## config.mk

```make
export PLATFORM = sky130hd
export DESIGN_NAME = execute_unit_flat
export DESIGN_NICKNAME = d
export VERILOG_FILES = /design/src/rtl/execute_unit_if.sv /design/src/rtl/execute_unit.sv /design/src/flat_wrapper.sv
export SDC_FILE = /design/constraint.sdc
export NUM_CORES = 1
export LEC_CHECK = 0
export CAP_MARGIN = 10
export CORE_UTILIZATION = 45
export CTS_CLUSTER_SIZE = 20
export DETAILED_ROUTE_END_ITERATION = 8
export PLACE_DENSITY = 0.61
export RECOVER_POWER = 50
export SLEW_MARGIN = 20
export SYNTH_ARGS = -nofsm -noshare
export SYNTH_HDL_FRONTEND = slang
export SYNTH_SLANG_ARGS = --single-unit
```

## constraint.sdc

```tcl
create_clock -name clk -period 6.8 [get_ports clk]
set_input_delay 0.68 -clock clk [delete_from_list [all_inputs] [get_ports clk]]
set_output_delay 0.68 -clock clk [all_outputs]
set_load 0.02 [all_outputs]
```

## src/rtl/execute_unit_if.sv

```systemverilog
// Issue/CDB bundle between the reservation station (master) and the execute unit (slave).
interface execute_unit_if #(
  parameter int DATA_W = 16
);
  logic              flush;
  logic              in_valid;
  logic [3:0]        in_instr_index;
  logic [3:0]        in_opcode;
  logic [7:0]        in_i;
  logic [DATA_W-1:0] in_val1;
  logic [DATA_W-1:0] in_val2;
  logic              cdb_valid;
  logic [3:0]        cdb_rob_index;
  logic [DATA_W-1:0] cdb_result;
  logic              cdb_illegal;
  logic [3:0]        inflight;

  modport master (
    output flush, in_valid, in_instr_index, in_opcode, in_i, in_val1, in_val2,
    input  cdb_valid, cdb_rob_index, cdb_result, cdb_illegal, inflight
  );

  modport slave (
    input  flush, in_valid, in_instr_index, in_opcode, in_i, in_val1, in_val2,
    output cdb_valid, cdb_rob_index, cdb_result, cdb_illegal, inflight
  );
endinterface

```

## src/rtl/execute_unit.sv

```systemverilog
// Fixed-latency integer functional unit: ALU result computed at issue, then delayed
// through LATENCY flop stages onto a CDB slot; flush/reset kill all in-flight ops.
module execute_unit #(
  parameter int LATENCY = 3,
  parameter int DATA_W  = 16
) (
  input logic           clk,
  input logic           rst,
  execute_unit_if.slave bus
);
  logic [DATA_W-1:0] w_result;
  logic              w_illegal;
  logic [3:0]        w_shamt;
  logic [DATA_W-1:0] w_product;
  logic [3:0]        w_count;
  logic              w_valid_next [LATENCY];

  logic              r_valid   [LATENCY];
  logic [3:0]        r_idx     [LATENCY];
  logic [DATA_W-1:0] r_result  [LATENCY];
  logic              r_illegal [LATENCY];
  logic [3:0]        r_inflight;

  assign w_shamt   = bus.in_val2[3:0];
  assign w_product = bus.in_val1 * bus.in_val2;

  always_comb begin
    w_result  = '0;
    w_illegal = 1'b0;
    case (bus.in_opcode)
      4'd0:    w_result = bus.in_val1 + bus.in_val2;
      4'd1:    w_result = bus.in_val1 - bus.in_val2;
      4'd2:    w_result = bus.in_val1 & bus.in_val2;
      4'd3:    w_result = bus.in_val1 | bus.in_val2;
      4'd4:    w_result = bus.in_val1 ^ bus.in_val2;
      4'd5:    w_result = bus.in_val1 << w_shamt;
      4'd6:    w_result = bus.in_val1 >> w_shamt;
      4'd7:    w_result = $signed(bus.in_val1) >>> w_shamt;
      4'd8:    w_result = w_product;
      4'd9:    w_result = bus.in_val1 + DATA_W'($signed(bus.in_i));
      4'd10:   w_result = DATA_W'(bus.in_i);
      4'd11:   w_result = DATA_W'({bus.in_i, bus.in_val1[7:0]});
      4'd12:   w_result = {{(DATA_W-1){1'b0}}, ($signed(bus.in_val1) < $signed(bus.in_val2))};
      4'd13:   w_result = {{(DATA_W-1){1'b0}}, (bus.in_val1 < bus.in_val2)};
      default: w_illegal = 1'b1;
    endcase
  end

  // Data fields only load behind a live valid, so bubbles and flushed slots leave
  // the CDB data holding its last value and idle-cycle inputs never leak through.
  genvar gi;
  for (gi = 0; gi < LATENCY; gi++) begin : g_stage
    logic              w_v_in;
    logic [3:0]        w_idx_in;
    logic [DATA_W-1:0] w_res_in;
    logic              w_ill_in;

    if (gi == 0) begin : g_head
      assign w_v_in   = bus.in_valid;
      assign w_idx_in = bus.in_instr_index;
      assign w_res_in = w_result;
      assign w_ill_in = w_illegal;
    end else begin : g_tail
      assign w_v_in   = r_valid[gi-1];
      assign w_idx_in = r_idx[gi-1];
      assign w_res_in = r_result[gi-1];
      assign w_ill_in = r_illegal[gi-1];
    end

    assign w_valid_next[gi] = w_v_in & ~bus.flush;

    always_ff @(posedge clk) begin
      if (rst) begin
        r_valid[gi]   <= 1'b0;
        r_idx[gi]     <= '0;
        r_result[gi]  <= '0;
        r_illegal[gi] <= 1'b0;
      end else begin
        r_valid[gi]   <= w_valid_next[gi];
        r_illegal[gi] <= w_valid_next[gi] & w_ill_in;
        if (w_valid_next[gi]) begin
          r_idx[gi]    <= w_idx_in;
          r_result[gi] <= w_res_in;
        end
      end
    end
  end

  always_comb begin
    w_count = '0;
    for (int k = 0; k < LATENCY; k++) begin
      w_count = w_count + {3'b000, w_valid_next[k]};
    end
  end

  always_ff @(posedge clk) begin
    if (rst) begin
      r_inflight <= '0;
    end else begin
      r_inflight <= w_count;
    end
  end

  assign bus.cdb_valid     = r_valid[LATENCY-1];
  assign bus.cdb_rob_index = r_idx[LATENCY-1];
  assign bus.cdb_result    = r_result[LATENCY-1];
  assign bus.cdb_illegal   = r_illegal[LATENCY-1];
  assign bus.inflight      = r_inflight;
endmodule

```

## src/flat_wrapper.sv

```systemverilog
// flat-port wrapper written by rule: the top's interface ports become plain ports
module execute_unit_flat 
#(
  parameter int LATENCY = 3,
  parameter int DATA_W  = 16
)
  (clk, rst, bus_flush, bus_in_valid, bus_in_instr_index, bus_in_opcode, bus_in_i, bus_in_val1, bus_in_val2, bus_cdb_valid, bus_cdb_rob_index, bus_cdb_result, bus_cdb_illegal, bus_inflight);
  execute_unit_if #(.DATA_W(DATA_W)) bus_i ();
  input logic clk;
  input logic rst;
  input wire logic [$bits(bus_i.flush)-1:0] bus_flush;
  input wire logic [$bits(bus_i.in_valid)-1:0] bus_in_valid;
  input wire logic [$bits(bus_i.in_instr_index)-1:0] bus_in_instr_index;
  input wire logic [$bits(bus_i.in_opcode)-1:0] bus_in_opcode;
  input wire logic [$bits(bus_i.in_i)-1:0] bus_in_i;
  input wire logic [$bits(bus_i.in_val1)-1:0] bus_in_val1;
  input wire logic [$bits(bus_i.in_val2)-1:0] bus_in_val2;
  output wire logic [$bits(bus_i.cdb_valid)-1:0] bus_cdb_valid;
  output wire logic [$bits(bus_i.cdb_rob_index)-1:0] bus_cdb_rob_index;
  output wire logic [$bits(bus_i.cdb_result)-1:0] bus_cdb_result;
  output wire logic [$bits(bus_i.cdb_illegal)-1:0] bus_cdb_illegal;
  output wire logic [$bits(bus_i.inflight)-1:0] bus_inflight;
  assign bus_i.flush = bus_flush;
  assign bus_i.in_valid = bus_in_valid;
  assign bus_i.in_instr_index = bus_in_instr_index;
  assign bus_i.in_opcode = bus_in_opcode;
  assign bus_i.in_i = bus_in_i;
  assign bus_i.in_val1 = bus_in_val1;
  assign bus_i.in_val2 = bus_in_val2;
  assign bus_cdb_valid = bus_i.cdb_valid;
  assign bus_cdb_rob_index = bus_i.cdb_rob_index;
  assign bus_cdb_result = bus_i.cdb_result;
  assign bus_cdb_illegal = bus_i.cdb_illegal;
  assign bus_inflight = bus_i.inflight;
  execute_unit #(.LATENCY(LATENCY), .DATA_W(DATA_W)) u_core (.clk(clk), .rst(rst), .bus(bus_i));
endmodule
```

# Yosys cells after proc, flatten, opt, wreduce, memory -nomap -nowiden
# Memories as Yosys holds them, arrays and structs flattened.
# Cells that the tools add are included.
# word_totals
register_bits	4
mem_bits_rw	66
word_cells	79
mem_count	4
# memory_table
memory	depth	width	rd	rd_ports_with_merged_regs	write_ports	line_no	source
u_core.r_result	3	16	3	0	3	execute_unit.sv:20	logic [DATA_W-1:0] r_result [LATENCY];
u_core.r_idx	3	4	3	0	3	execute_unit.sv:19	logic [3:0] r_idx [LATENCY];
u_core.r_illegal	3	1	3	0	3	execute_unit.sv:21	logic r_illegal [LATENCY];
u_core.r_valid	3	1	3	0	3	execute_unit.sv:18	logic r_valid [LATENCY];
# classes
addsub	5
mul	1
magnitude_cmp	2
eq_ne	13
n_shift	3
muxes	26
bitwise	22
reduce_logical	2
# op_table
operator	count
16-bit one-hot mux with 14 select lines	1
16-bit two-way mux	3
16-bit adder	2
16-bit < comparator	2
4-bit == test (second input constant)	6
1-bit two-way mux	19
16-bit bitwise AND	1
4-bit by 3-bit == test with 1-bit output (second input constant)	4
16-bit by 16-bit multiplier with 16-bit output	1
16-bit OR	1
16-bit by 4-bit left shift with 16-bit output	1
16-bit by 4-bit right shift with 16-bit output	1
16-bit by 4-bit >>> shifter with 16-bit output	1
16-bit subtractor	1
16-bit bitwise XOR	1
14-bit OR reduction	1
4-bit two-way mux	3
1-bit OR	12
4-bit by 2-bit == test with 1-bit output (second input constant)	2
1-bit bitwise AND	6
4-bit by 1-bit adder with 4-bit output	1
4-bit by 1-bit == test with 1-bit output (second input constant)	1
4-bit zero test	1
1-bit by 1-bit adder with 2-bit output	1
1-bit NOT	1

# Depth between registers and ports, before layout
# Gate-level depths: netlist (run 1).
# logic_depth
word_depth	6
depth_mapped	25
mapped_depth_nobuf	22

# Worst setup path before layout (run 1)
# OpenSTA, ideal clock, no wires.
# synth_timing
path_type	input port to flip-flop
startpoint	input bus_in_val2[1]
endpoint	memory u_core.r_result[0][15], data pin
t_arrival_ns	6.057
t_required_ns	6.535
setup_slack_ns	0.478
path_stages	21
path_buffers	3
path_cell_list	buf_6 -> clkbuf_1 -> buf_1 -> nand2_1 -> fa_1 -> fa_1 -> fa_1 -> fa_1 -> inv_1 -> fa_1 -> inv_1 -> fa_1 -> inv_1 -> ha_1 -> a21oi_1 -> inv_1 -> a221oi_1 -> a21oi_1 -> xnor2_1 -> a211oi_1 -> a31oi_1
# synth_rtl
item	line_no	source
start, declared	flat_wrapper.sv:17	input wire logic [$bits(bus_i.in_val2)-1:0] bus_in_val2;
end, declared	execute_unit.sv:20	

==> results of run 1 <==
-- power groups by stage --
stage / logic [uW] / clock network (uW) / registers (uW)
2_1_floorplan: 1500 / 0 / 497
3_5_place_dp: 2170 / 0 / 494
6_report: 2210 / 534 / 484
4_1_cts: 2190 / 544 / 485
3_3_place_gp: 2160 / 0 / 493
5_1_grt: 2450 / 559 / 486
-- registers in the layout (all words and copies together), names as in the netlist --
signal / count
u_core.r_valid: 3
u_core.r_idx: 12
u_core.r_result: 48
u_core.r_illegal: 3
u_core.bus.inflight: 3
-- cells in the mapped netlist, drive strengths merged, types with 4 or more instances --
library cell / n / share of area
clkbuf: 36 / 0.013
o21bai: 7 / 0.0054
clkinv: 5 / 0.0018
a21o: 7 / 0.0050
xor2: 18 / 0.016
a211o: 7 / 0.0059
nor2b: 9 / 0.0054
nand3: 8 / 0.0038
nor2: 148 / 0.054
and2: 46 / 0.028
a21oi: 47 / 0.023
o211ai: 13 / 0.0098
a31oi: 10 / 0.0060
o21a: 4 / 0.0029
dfxtp: 9 / 0.017
ha: 116 / 0.14
a211oi: 13 / 0.0093
mux2i: 12 / 0.011
o2111ai: 10 / 0.0084
o31ai: 9 / 0.0069
buf: 21 / 0.013
fa: 83 / 0.16
a22oi: 11 / 0.0079
o21ai: 66 / 0.032
edfxtp: 60 / 0.17
mux4: 4 / 0.0086
inv: 159 / 0.057
mux2: 7 / 0.0079
nand2: 126 / 0.047
o22ai: 5 / 0.0030
a221oi: 18 / 0.016
nand2b: 25 / 0.015
and3: 6 / 0.0036
xnor2: 46 / 0.041
nor3: 18 / 0.0086
or3: 8 / 0.0048
-- layout make-up --
cell class / count / area share
Multi-Input combinational cell: 946 / 0.628
Inverter: 164 / 0.0509
Tap cell: 285 / 0.0295
Clock inverter: 7 / 0.00993
Sequential cell: 69 / 0.164
Timing Repair Buffer: 134 / 0.0991
Clock buffer: 9 / 0.0186
-- final timing paths --
kind,slack (ns),end,from,cells after the start
setup / recovery,0.22,u_core.r_result[0][15]$_SDFFCE_PN0P_,bus_in_val2[1],19
hold / removal,0.43,u_core.r_illegal[2]$_SDFF_PP0_,u_core.r_illegal[1]$_SDFF_PP0_,1
setup reg to reg,5.23,u_core.r_result[1][1]$_SDFFCE_PN0P_,u_core.r_valid[0]$_DFF_P_,3
hold reg to reg,0.43,u_core.r_illegal[2]$_SDFF_PP0_,u_core.r_illegal[1]$_SDFF_PP0_,1
-- worst max-delay path: cells and delay by family --
family	cells	cell delay [ns]
xor gates and xnor gates	1	0.20
buffers and inverters	5	1.11
and+or+nand+nor	2	0.29
adders and majority gates	7	3.38
AOI/OAI and AO/OA	4	0.95
-- layer usage --
| layer | vias to the layer above | global-route usage | wire [microns] |
|---|---|---|---|
| met2 | 410 | 0.552 | 17700 |
| met5 | - | 0 | 0 |
| li1 | 4346 | - | - |
| met4 | 0 | 0.126 | 1600 |
| met1 | 4546 | 0.416 | 15500 |
| met3 | 90 | 0.0392 | 2500 |
-- through the flow --
step	util	area [sq um]	setup WS (ns)
final	0.533	12100	0.223
after global routing	0.533	12100	0.00846
after CTS	0.533	12100	0.264
after detailed placement	0.517	11700	-0.0698
after global placement	0.517	11700	-0.0310
after floorplan	-	10500	0.478
-- logic make-up (layout without fill, tap and decap cells) --
family                   count (synthesis)  count (layout)
AND/OR/NAND/NOR                        408             408
flip-flops                              69              69
AO/OA/AOI/OAI                          251             251
buffers and inverters                  221             314
multiplexers                            23              23
adder cells (fa/ha/maj)                199             199
XOR/XNOR                                64              64
other                                    1               1
==> flow_metrics.py, run 1 <==
metrics = {
    "run_status": {
        "outcome": "finished, final reports clean",
    },
    "critical_path": {
        "endpoint_kind": "flip-flop",
        "critPathArrivalTime_ns": 6.63,
        "crit_chain": "clkdlybuf4s50_1 -> buf_4 -> nand2_1 -> fa_1 -> fa_1 -> inv_1 -> fa_1 -> fa_1 -> fa_1 -> inv_1 -> fa_1 -> inv_1 -> ha_1 -> and3_1 -> a221oi_1 -> a21oi_1 -> xnor2_1 -> a211oi_1 -> a31oi_1",
        "crit_path_top_delay_cell": "clkdlybuf4s50_1",
        "cp_max_fo": 12,
        "crit_path_frequent_cell": "fa_1",
        "criticalPathCategory": "input pin to flip-flop",
        "max_stage_delay_ns": 0.71,
        "startpoint_type": "input pin",
        "critical_path_required_ns": 6.85,
    },
    "route": {
        "firstDrtPassIters": 5,
        "via_per_inst": 5.82,
        "routed_wl_microns": 37300,
        "dr.first_iter.drc_count": 759,
        "drc": 0,
        "ant_nets": 0,
        "routedWlPerCell_microns": 23.1,
        "vias": 9392,
    },
    "power_and_ir_drop": {
        "power_frac_comb": 0.685,
        "seq_power_share": 0.150,
        "power_density_nw_per_um2": 267,
        "p_clk_frac": 0.165,
        "vdd_drop_max_uv": 254,
        "power.internal_uw": 1770,
        "total_power_uw": 3230,
        "p_sw_frac": 0.453,
        "p_sw_uw": 1460,
        "p_leak_uw": 0.00547,
    },
    "clock_tree": {
        "clkTransAtPathRegs_ns": 0.06,
        "htree_levels": 3,
        "post-cts-setup-buffer-count": 0,
        "holdBufCountCts": 0,
        "insertion_delay_ns": 0.32,
        "root_buffer": "clkbuf_16",
        "clk_path_buf_depth": 2,
        "cts.sinks": 69,
        "cts_tree": "yes",
        "ctsResizeCount": 0,
        "cts_buffers": 9,
    },
    "timing": {
        "whs_ns": 0.430,
        "fmax_mhz": 152,
        "maxSlewViolCount": 0,
        "maxSlewHeadroom": 0.288,
        "finalClockSkew_ns": 0.00670,
        "hold_violations": 0,
        "fin_tns_setup_ns": 0,
        "rsz0062_at_grt": "no",
        "period_share": 0.967,
        "tightest_slew_ns": 1.06,
        "setup-violations-final": 0,
        "period_needed_ns": 6.58,
    },
    "cells_and_area": {
        "fin_nets": 1575,
        "area_growth_pct": 15.7,
        "fillers": 2220,
        "layout_commonest_cell": "inv_1",
        "multi_input_area_sq_um": 7590,
        "drive_above_1_share": 0.0820,
        "register_area_sq_um": 1980,
        "fin_cells": 1614,
        "mostFrequentLayoutCells": "157 x inv_1, 146 x nor2_1, 122 x nand2_1, 116 x ha_1, 83 x fa_1",
        "diodes": 0,
    },
    "logic_synthesis": {
        "synth-simple-area-share": 0.178,
        "ys_seq_elements": 69,
        "synth.avg_cell_area_sq_um": 8.46,
        "synth_cells": 1236,
        "synth_xor_area_frac": 0.0565,
        "synth_warnings": 0,
        "synth_fp_nets": 1487,
        "synthFlopType": "edfxtp_1",
        "async_reset_ff_frac": 0,
        "synth.area.mux_share": 0.0280,
        "synth_top_family_by_area": "adder cells",
        "synth_cell_types": 81,
        "synth_area_sq_um": 10500,
        "synth-seq-area-share": 0.190,
        "synth_compound_area_frac": 0.165,
        "synth_fa_ha_area_frac": 0.298,
        "synth_edf_count": 60,
    },
    "grt": {
        "grt-ovfl-total": 0,
        "antenna_found_initial": 0,
        "grt_pass1_vias": 9562,
        "grt_max_degree": 48,
        "grt_usage": 0.323,
        "grt_pass1_wl_microns": 57300,
    },
    "place": {
        "port_buffers": 76,
        "gp_congestion": 0.979,
        "dp_hpwl_microns": 30500,
        "dp.cells": 1598,
    },
    "floorplan": {
        "rows": 55,
        "ios": 78,
        "die_area_sq_um": 23800,
        "die_h_microns": 154,
        "start_util": 0.460,
        "core_area_sq_um": 22700,
        "die_w_microns": 154,
    },
    "job": {
        "maxCapViolations": 0,
    },
    "worst_hold_path": {
        "hold_class": "flip-flop to flip-flop",
    },
}
Note: power is estimated with default switching activity, not from simulation.
==> inputs of run 2 (changes only) <==
--- a/config.mk
+++ b/config.mk
@@ -11,7 +11,6 @@
 export DETAILED_ROUTE_END_ITERATION = 8
 export PLACE_DENSITY = 0.61
 export RECOVER_POWER = 50
-export SLEW_MARGIN = 20
 export SYNTH_ARGS = -nofsm -noshare
 export SYNTH_HDL_FRONTEND = slang
 export SYNTH_SLANG_ARGS = --single-unit
==> flow_metrics.py, run 2 (synthesis gave the netlist of run 1 again) <==
metrics = {
    "run_status": {
        "outcome": "finished, final reports clean",
    },
    "place": {
        "dp_hpwl_microns": 30500,
        "dp.cells": 1598,
        "gp_congestion": 0.979,
        "port_buffers": 76,
    },
    "route": {
        "wl_met2_microns": 17700,
        "via_per_inst": 5.81,
        "drc": 0,
        "routed_wl_microns": 37300,
        "routedWlPerCell_microns": 23.1,
        "dr.first_iter.drc_count": 754,
        "dr.max_layer_used": "met4",
        "wl_met3_microns": 2480,
        "vias": 9377,
        "ant_nets": 0,
        "firstDrtPassIters": 6,
        "wirelength_met1_microns": 15500,
    },
    "clock_tree": {
        "cts_buffers": 9,
        "insertion_delay_ns": 0.32,
        "cts.sinks": 69,
        "htree_levels": 3,
        "cts_tree": "yes",
        "clk_path_buf_depth": 2,
        "root_buffer": "clkbuf_16",
        "ctsResizeCount": 0,
        "holdBufCountCts": 0,
        "post-cts-setup-buffer-count": 0,
        "clkTransAtPathRegs_ns": 0.06,
    },
    "floorplan": {
        "die_area_sq_um": 23800,
        "core_area_sq_um": 22700,
        "ios": 78,
        "rows": 55,
        "die_h_microns": 154,
        "die_w_microns": 154,
        "start_util": 0.460,
    },
    "worst_hold_path": {
        "hold_class": "flip-flop to flip-flop",
        "whs_path_depth": 1,
        "hold_path_end": "u_core.r_illegal[2]$_SDFF_PP0_",
        "min_from": "u_core.r_illegal[1]$_SDFF_PP0_",
    },
    "timing": {
        "maxSlewViolCount": 0,
        "period_share": 0.968,
        "period_needed_ns": 6.58,
        "hold_violations": 0,
        "whs_ns": 0.430,
        "fmax_mhz": 152,
        "rsz0062_at_grt": "no",
        "finalClockSkew_ns": 0.00631,
        "setup-violations-final": 0,
        "tightest_slew_ns": 1.10,
        "maxSlewHeadroom": 0.264,
    },
    "critical_path": {
        "critPathArrivalTime_ns": 6.63,
        "r2r-end": "u_core.r_result[1][1]$_SDFFCE_PN0P_",
        "max_stage_delay_ns": 0.72,
        "crit_chain": "clkdlybuf4s50_1 -> buf_4 -> nand2_1 -> fa_1 -> fa_1 -> inv_1 -> fa_1 -> fa_1 -> fa_1 -> inv_1 -> fa_1 -> inv_1 -> ha_1 -> and3_1 -> a221oi_1 -> a21oi_1 -> xnor2_1 -> a211oi_1 -> a31oi_1",
        "critical_path_required_ns": 6.85,
        "crit_path_frequent_cell": "fa_1",
        "r2r_cells": 3,
        "r2r_start": "u_core.r_valid[0]$_DFF_P_",
        "cp_max_fo": 12,
        "startpoint_type": "input pin",
        "startpoint": "bus_in_val2[1]",
        "r2r_slack_ns": 5.27,
        "endpoint_kind": "flip-flop",
        "crit_path_top_delay_cell": "clkdlybuf4s50_1",
        "criticalPathCategory": "input pin to flip-flop",
    },
    "grt": {
        "grt-ovfl-total": 0,
        "antenna_found_initial": 0,
        "grt_usage": 0.323,
        "grt_max_degree": 48,
        "grt_pass1_vias": 9562,
        "grt_pass1_wl_microns": 57300,
    },
    "cells_and_area": {
        "fin_nets": 1575,
        "fillers": 2219,
        "fin_cells": 1614,
        "largest_reg_flops": 48,
        "diodes": 0,
        "regMostFlops": "u_core.r_result",
        "layout_commonest_cell": "inv_1",
        "mostFrequentLayoutCells": "157 x inv_1, 146 x nor2_1, 122 x nand2_1, 116 x ha_1, 83 x fa_1",
        "register_area_sq_um": 1980,
        "multi_input_area_sq_um": 7590,
        "area_growth_pct": 15.7,
        "top_regs": "u_core.r_result x48, u_core.r_idx x12",
        "drive_above_1_share": 0.0820,
    },
    "power_and_ir_drop": {
        "vdd_drop_max_uv": 262,
        "p_sw_frac": 0.455,
        "seq_power_share": 0.149,
        "power.internal_uw": 1770,
        "p_sw_uw": 1480,
        "power_density_nw_per_um2": 268,
        "power_frac_comb": 0.687,
        "p_leak_uw": 0.00549,
        "p_clk_frac": 0.164,
    },
    "job": {
        "maxCapViolations": 0,
    },
}
## run 2: cell counts in the layout (fill, tap and decap cells not counted)
Identical to the previous run, type by type.
## run 2: worst max-delay path by stage
stage,to,slack [ns]
floorplan,u_core.r_result[0][15]$_SDFFCE_PN0P_,0.48
global placement,u_core.r_result[0][15]$_SDFFCE_PN0P_,-0.03
detailed placement,u_core.r_result[0][15]$_SDFFCE_PN0P_,-0.07
CTS,u_core.r_result[0][15]$_SDFFCE_PN0P_,0.26
global route,u_core.r_result[0][15]$_SDFFCE_PN0P_,0.008
finish,u_core.r_result[0][15]$_SDFFCE_PN0P_,0.22
## run 2: final cells by class
cell class / count / area share
flip-flops and latches: 69 / 0.164
clock buffers: 9 / 0.0186
clock inverters: 7 / 0.00993
inverters: 164 / 0.0509
multi-input cells: 946 / 0.628
well taps: 285 / 0.0295
repair buffers: 134 / 0.0991
## run 2: power by group through the flow
stage	logic, uW	clock network, uW	registers (uW)
2_1_floorplan	1500	0	497
3_3_place_gp	2160	0	493
3_5_place_dp	2170	0	494
4_1_cts	2190	544	485
5_1_grt	2450	559	486
6_report	2230	533	484
## run 2: worst max-delay path, delay by kind of cell
family          cells  cell delay [ns]
simple gates        2             0.28
buf+inv             5             1.13
compound gates      4             0.95
xor+xnor            1             0.20
fa+ha+maj           7             3.38
## run 2: metrics by stage
stage                     power, uW  instance area, sq um  setup slack [ns]  utilization  setup TNS (ns)
after floorplan                2000                 10500             0.478            -               0
after global placement         2660                 11700           -0.0310        0.517         -0.0310
after detailed placement       2670                 11700           -0.0698        0.517         -0.0698
after CTS                      3220                 12100             0.264        0.533               0
after global routing           3490                 12100           0.00846        0.533               0
final                          3250                 12100             0.218        0.533               0
## run 2: per-layer routing
metal	track usage	up-vias
li1	-	4345
met1	0.416	4548
met2	0.552	395
met3	0.0392	89
met4	0.126	0
met5	0	-
